### config.mk
export PLATFORM = sky130hd
export DESIGN_NAME = wallace_mul_pipe
export DESIGN_NICKNAME = d
export VERILOG_FILES = /design/src/rtl/mul_pkg.sv /design/src/rtl/wallace_csa_layer.sv /design/src/rtl/wallace_mul_pipe.sv
export SDC_FILE = /design/constraint.sdc
export NUM_CORES = 1
export LEC_CHECK = 0
export CAP_MARGIN = 0
export CORE_MARGIN = 10
export CORE_UTILIZATION = 43
export CTS_BUF_LIST = sky130_fd_sc_hd__clkbuf_16
export CTS_CLUSTER_SIZE = 16
export DETAILED_ROUTE_END_ITERATION = 10
export HOLD_SLACK_MARGIN = 0.08
export SETUP_SLACK_MARGIN = 0.15
export SLEW_MARGIN = 10
export SYNTH_ARGS = -nofsm -noshare
export SYNTH_HDL_FRONTEND = slang
export SYNTH_HIERARCHICAL = 1
export SYNTH_SLANG_ARGS = --single-unit
### constraint.sdc
create_clock -name clk -period 7.4 [get_ports clk]
set_input_delay 1.48 -clock clk [delete_from_list [all_inputs] [get_ports clk]]
set_output_delay 1.48 -clock clk [all_outputs]
set_load 0.01 [all_outputs]
### src/rtl/mul_pkg.sv
// Shared constants and elaboration-time helpers for the pipelined Wallace multiplier.
// The layer/row functions size the generate chain of carry-save layers.
package mul_pkg;

  localparam int MUL_LAT   = 3;
  localparam int WIDTH_MIN = 4;
  localparam int WIDTH_MAX = 32;

  function automatic int csa_rows_out(input int n);
    return 32'sd2 * (n / 32'sd3) + (n % 32'sd3);
  endfunction

  function automatic int csa_layers(input int n);
    int r;
    int l;
    r = n;
    l = 32'sd0;
    while (r > 32'sd2) begin
      r = csa_rows_out(r);
      l = l + 32'sd1;
    end
    return l;
  endfunction

  function automatic int csa_rows_at(input int n, input int k);
    int r;
    r = n;
    for (int i = 0; i < k; i++) begin
      r = csa_rows_out(r);
    end
    return r;
  endfunction

  // Baugh-Wooley correction: ones at bit w and bit 2w-1
  function automatic logic [2*WIDTH_MAX-1:0] bw_const(input int w);
    logic [2*WIDTH_MAX-1:0] v;
    v = {(2*WIDTH_MAX){1'b0}};
    v[w] = 1'b1;
    v[2*w-1] = 1'b1;
    return v;
  endfunction

endpackage

### src/rtl/wallace_csa_layer.sv
// One combinational 3:2 carry-save layer: every full group of three rows becomes a
// sum row and a shifted carry row; leftover rows pass straight through.
module wallace_csa_layer
  import mul_pkg::*;
#(
  parameter int ROWS = 3,
  parameter int PW   = 16,
  localparam int OROWS = csa_rows_out(ROWS)
) (
  input  logic [ROWS*PW-1:0]  rows,
  output logic [OROWS*PW-1:0] sum_carry
);

  localparam int GROUPS = ROWS / 3;
  localparam int REM    = ROWS - 3 * GROUPS;

  for (genvar g = 0; g < GROUPS; g++) begin : g_fa
    logic [PW-1:0] x;
    logic [PW-1:0] y;
    logic [PW-1:0] w;
    logic [PW-2:0] maj;
    assign x   = rows[(3*g)*PW +: PW];
    assign y   = rows[(3*g+1)*PW +: PW];
    assign w   = rows[(3*g+2)*PW +: PW];
    // carry out of the top column falls off the 2W-bit product
    assign maj = (x[PW-2:0] & y[PW-2:0]) | (x[PW-2:0] & w[PW-2:0]) | (y[PW-2:0] & w[PW-2:0]);
    assign sum_carry[(2*g)*PW +: PW]   = x ^ y ^ w;
    assign sum_carry[(2*g+1)*PW +: PW] = {maj, 1'b0};
  end

  for (genvar r = 0; r < REM; r++) begin : g_pass
    assign sum_carry[(2*GROUPS+r)*PW +: PW] = rows[(3*GROUPS+r)*PW +: PW];
  end

endmodule

### src/rtl/wallace_mul_pipe.sv
// Three-stage pipelined Wallace-tree multiplier, signed (Baugh-Wooley) or unsigned per op,
// with valid/ready handshake; the whole pipe freezes when the output is held.
module wallace_mul_pipe
  import mul_pkg::*;
#(
  parameter int WIDTH = 8,
  parameter int TAGW  = 4
) (
  input  logic                 clk,
  input  logic                 rst,
  input  logic                 in_valid,
  output logic                 in_ready,
  input  logic [WIDTH-1:0]     a,
  input  logic [WIDTH-1:0]     b,
  input  logic                 sgn,
  input  logic [TAGW-1:0]      in_tag,
  output logic                 out_valid,
  input  logic                 out_ready,
  output logic [2*WIDTH-1:0]   z,
  output logic [TAGW-1:0]      out_tag
);

  localparam int PW  = 2 * WIDTH;
  localparam int N0  = WIDTH + 1;
  localparam int L   = csa_layers(N0);
  localparam int H   = (L + 1) / 2;
  localparam int RH  = csa_rows_at(N0, H);
  localparam logic [2*WIDTH_MAX-1:0] BWC = bw_const(WIDTH);

  if (WIDTH < WIDTH_MIN || WIDTH > WIDTH_MAX) begin : g_width_check
    $error("wallace_mul_pipe: WIDTH out of range");
  end

  logic              adv;
  logic [PW-1:0]     bw_row;
  logic [N0*PW-1:0]  pp;
  logic [N0*PW-1:0]  pp_r;
  logic [RH*PW-1:0]  s2_next;
  logic [RH*PW-1:0]  s2_r;
  logic [2*PW-1:0]   fin;
  logic [PW-1:0]     z_next;
  logic              v1_r;
  logic              v2_r;
  logic [TAGW-1:0]   tag1_r;
  logic [TAGW-1:0]   tag2_r;

  assign adv      = !out_valid | out_ready;
  assign in_ready = adv;
  assign bw_row   = BWC[PW-1:0];

  // Partial-product matrix; in signed mode the MSB row/column terms are inverted, corner kept
  always_comb begin
    pp = {(N0*PW){1'b0}};
    for (int i = 0; i < WIDTH; i++) begin
      for (int j = 0; j < WIDTH; j++) begin
        pp[i*PW + i + j] = (a[j] & b[i]) ^ (sgn & ((j == WIDTH - 1) != (i == WIDTH - 1)));
      end
    end
    pp[WIDTH*PW +: PW] = sgn ? bw_row : {PW{1'b0}};
  end

  // Layers before H read the S1 matrix, layers from H on read the S2 rows
  for (genvar k = 0; k < L; k++) begin : g_layer
    localparam int RIN  = csa_rows_at(N0, k);
    localparam int ROUT = csa_rows_out(RIN);
    logic [RIN*PW-1:0]  lin;
    logic [ROUT*PW-1:0] lout;
    if (k == 0) begin : g_src_pp
      assign lin = pp_r;
    end else if (k == H) begin : g_src_s2
      assign lin = s2_r;
    end else begin : g_src_prev
      assign lin = g_layer[k-1].lout;
    end
    wallace_csa_layer #(.ROWS(RIN), .PW(PW)) u_csa (
      .rows      (lin),
      .sum_carry (lout)
    );
  end

  assign s2_next = g_layer[H-1].lout;
  assign fin     = g_layer[L-1].lout;
  assign z_next  = fin[PW-1:0] + fin[2*PW-1:PW];

  // Stage registers S1/S2/S3; all hold when the output is stalled
  always_ff @(posedge clk or posedge rst) begin
    if (rst) begin
      v1_r      <= 1'b0;
      v2_r      <= 1'b0;
      out_valid <= 1'b0;
      tag1_r    <= {TAGW{1'b0}};
      tag2_r    <= {TAGW{1'b0}};
      out_tag   <= {TAGW{1'b0}};
      pp_r      <= {(N0*PW){1'b0}};
      s2_r      <= {(RH*PW){1'b0}};
      z         <= {PW{1'b0}};
    end else if (adv) begin
      v1_r      <= in_valid;
      tag1_r    <= in_tag;
      pp_r      <= pp;
      v2_r      <= v1_r;
      tag2_r    <= tag1_r;
      s2_r      <= s2_next;
      out_valid <= v2_r;
      out_tag   <= tag2_r;
      z         <= z_next;
    end else begin
      v1_r      <= v1_r;
      v2_r      <= v2_r;
      out_valid <= out_valid;
    end
  end

endmodule

==> flow_summary.json <==
{
  "coreArea_sq_mm": 0.0217,
  "syn_inst": 937,
  "path_cells": "clkdlybuf4s50_1 > nor2b_4 > inv_4 > clkdlybuf4s50_1",
  "critPathMaxFanout": 67,
  "synth_top_area_share_pct": 42.4,
  "ys.flop_type": "dfrtp_1",
  "setup_tns_ns": 0,
  "met3WireLength_um": 587,
  "critPathKind": "input port to primary output",
  "antenna_found_initial": 0,
  "pwr-share-seq_pct": 24.3,
  "grt_first_pass_wirelength_um": 32300,
  "synth-seq-cells": 160,
  "vias_per_cell": 4.70,
  "rsz0062_at_grt": "false",
  "arrival_ns": 3.18,
  "worstSkewPairLatency_ns": 0.43,
  "drive_above_1_share_pct": 4.11,
  "switching_share_pct": 44.1,
  "fin_crit_ns": 4.66,
  "min_from": "out_tag[3]$_DFFE_PP0P_",
  "fp.dieH_um": 168,
  "die_w_um": 168,
  "clockBufferDepth": 2,
  "hold_viol": 0,
  "nNetsFinal": 1155,
  "io_buffers": 46,
  "skew_ns": 0.0141,
  "path_common_cell": "clkdlybuf4s50_1",
  "critPathBufInv": 3,
  "hold_end": "out_tag[3]$_DFFE_PP0P_",
  "pwr-share-clk_pct": 15.0,
  "maxSlewHeadroom_pct": 29.4,
  "ys_warn_count": 6,
  "status": "completed",
  "initial_utilization_pct": 43.5,
  "avgSynthCellArea_sq_um": 10.1,
  "max_freq_mhz": 214,
  "powerDensity_mw_per_mm2": 545,
  "rrSetupSlack_ns": 4.10,
  "fill_cells": 2044,
  "synth_area_sq_mm": 0.00944,
  "cts_tree": "built",
  "holdPathStages": 2,
  "dp_worst_setup_slack_ns": 2.70,
  "wl_um": 18500,
  "dp_cells": 1270,
  "grt_max_degree": 106,
  "wl_per_cell_um": 14.2,
  "async_flop_share_pct": 100,
  "area_delta_synth_final_pct": 14.0,
  "htreeDepth": 4,
  "wl_met1_um": 9480,
  "slew_viol_final": 0,
  "crit_slowest_cell": "clkdlybuf4s50_1",
  "globalRoute.totalOverflow": 0,
  "p_comb_share_pct": 60.8,
  "drc": 0,
  "synth_seq_area_share_pct": 42.4,
  "vdd_ir_drop_max_mv": 0.295,
  "yosys.cell_types.count": 50,
  "crit_required_ns": 5.92,
  "final_cell_mix": "389 x nand2_1, 160 x dfrtp_1, 106 x fa_1",
  "r2r_end": "z[8]$_DFFE_PP0P_",
  "power.switching_w": 0.00258,
  "cts.repair.resized": 0,
  "maxCapViolCount": 0,
  "cp-start-kind": "input port",
  "hpwl_um": 13000,
  "via_count": 6117,
  "cts-root-buf": "clkbuf_16",
  "finalNonFillerCells": 1302,
  "drtPass1Iterations": 6,
  "cts_buffers": 17,
  "rows": 54,
  "detail_route.iter0.violations": 404,
  "highest_layer": "met4",
  "synth-edff-count": 0,
  "slowest_delay_ns": 0.67,
  "globalplace.congestion": 0.784,
  "die-area_sq_mm": 0.0283,
  "reg2reg_depth": 8,
  "ant_nets": 0,
  "io_pins": 47,
  "leakagePower_nw": 5.39,
  "synth_area_leaders": "dfrtp_1 42%, fa_1 22%, nand2_1 15%, nand3_1 2.9%, ha_1 2.0%",
  "track_usage_pct": 13.8,
  "internal-power_w": 0.00328,
  "wl_met2_um": 8240,
  "layout_commonest_cell": "nand2_1",
  "worst_slew_pin_slew_ns": 1.06,
  "end_kind": "primary output",
  "antenna_cells": 0,
  "yosysTopAreaCell": "dfrtp_1",
  "finalWorstSetupSlack_ns": 2.74,
  "cts_sinks": 160,
  "post_cts_buffers": 0,
  "grt_pass1_vias": 6376,
  "holdCritPathClass": "flop to flop",
  "path_clk_slew_ns": 0.07,
  "cts_hold_buf": 0,
  "min_period_over_period_pct": 63.0,
  "rr_startpoint": "g_layer[2].lin[1]$_DFFE_PP0P_",
  "setup_viol": 0,
  "cp_top_family": "buffers and inverters"
}
## cell type report
class / count / area (sq um) / area share, %
multi-input combinational: 774 / 5300 / 49.3
clock buffer: 17 / 425 / 3.95
timing repair buffer: 50 / 490 / 4.56
sequential: 160 / 4000 / 37.2
tap: 280 / 350 / 3.26
inverter: 6 / 30.0 / 0.279
clock inverter: 15 / 161 / 1.50
## worst min-delay path, stage by stage, from the launching register on
cell	delay (ns)
dfrtp_1	0.34
nand2_1	0.05
nand2_1	0.05
## synth_stat cells, drive strengths merged, types with 3 or more instances
cell	count
a21o	3
a21oi	16
buf	38
clkbuf	39
conb	5
dfrtp	160
fa	106
ha	15
inv	6
nand2	389
nand3	55
nor2	12
nor4b	3
o21ai	30
xnor2	7
xor2	17
xor3	7
## per-stage QoR
stage          hold slack (ns)  cell area (sq um)  util, %  power (W)
6_report                 0.465              10800     49.6    0.00587
4_1_cts                  0.470              10800     49.6    0.00593
3_3_place_gp             0.441              10200     46.9    0.00498
5_1_grt                  0.488              10800     49.6    0.00653
3_5_place_dp             0.455              10200     46.9    0.00503
2_1_floorplan            0.430               9740        -    0.00425
## kinds of logic after synthesis
group,after synthesis,synth area share [%]
AND/OR/NAND/NOR,474,20.2
flip-flops,160,42.4
adder cells (fa/ha/maj),121,24.5
buffers and inverters,83,4.72
AO/OA/AOI/OAI,62,3.91
XOR/XNOR,31,3.99
other,5,0.199
multiplexers,1,0.119
## metal layers
layer  up-vias  track usage, %
li1       2995               -
met1      3021            20.0
met2        83            20.6
met3        18            3.05
met4         0            3.67
met5         -               0
## worst max path at each step
| stage | cells after the start | startpoint | to |
|---|---|---|---|
| finish | 4 | out_ready | in_ready |
| global route | 4 | out_ready | in_ready |
| CTS | 4 | out_ready | in_ready |
| detailed placement | 4 | out_ready | in_ready |
| global placement | 4 | out_ready | in_ready |
| floorplan | 1 | rst | g_layer[0].lin[0]$_DFFE_PP0P_ |
## flip-flops by register name, indices dropped and copies added (netlist names)
register / cells
v2_r: 1
out_tag: 4
tag1_r: 4
tag2_r: 4
z: 16
g_layer.lin: 129
out_valid: 1
v1_r: 1
## power groups by stage
stage                     combinational (W)  sequential [W]  clock [W]
final                               0.00357         0.00142   0.000877
after global routing                0.00413         0.00147   0.000932
after CTS                           0.00360         0.00143   0.000901
after detailed placement            0.00358         0.00145          0
after global placement              0.00354         0.00144          0
after floorplan                     0.00283         0.00142          0
(Power assumes the default switching activity.)
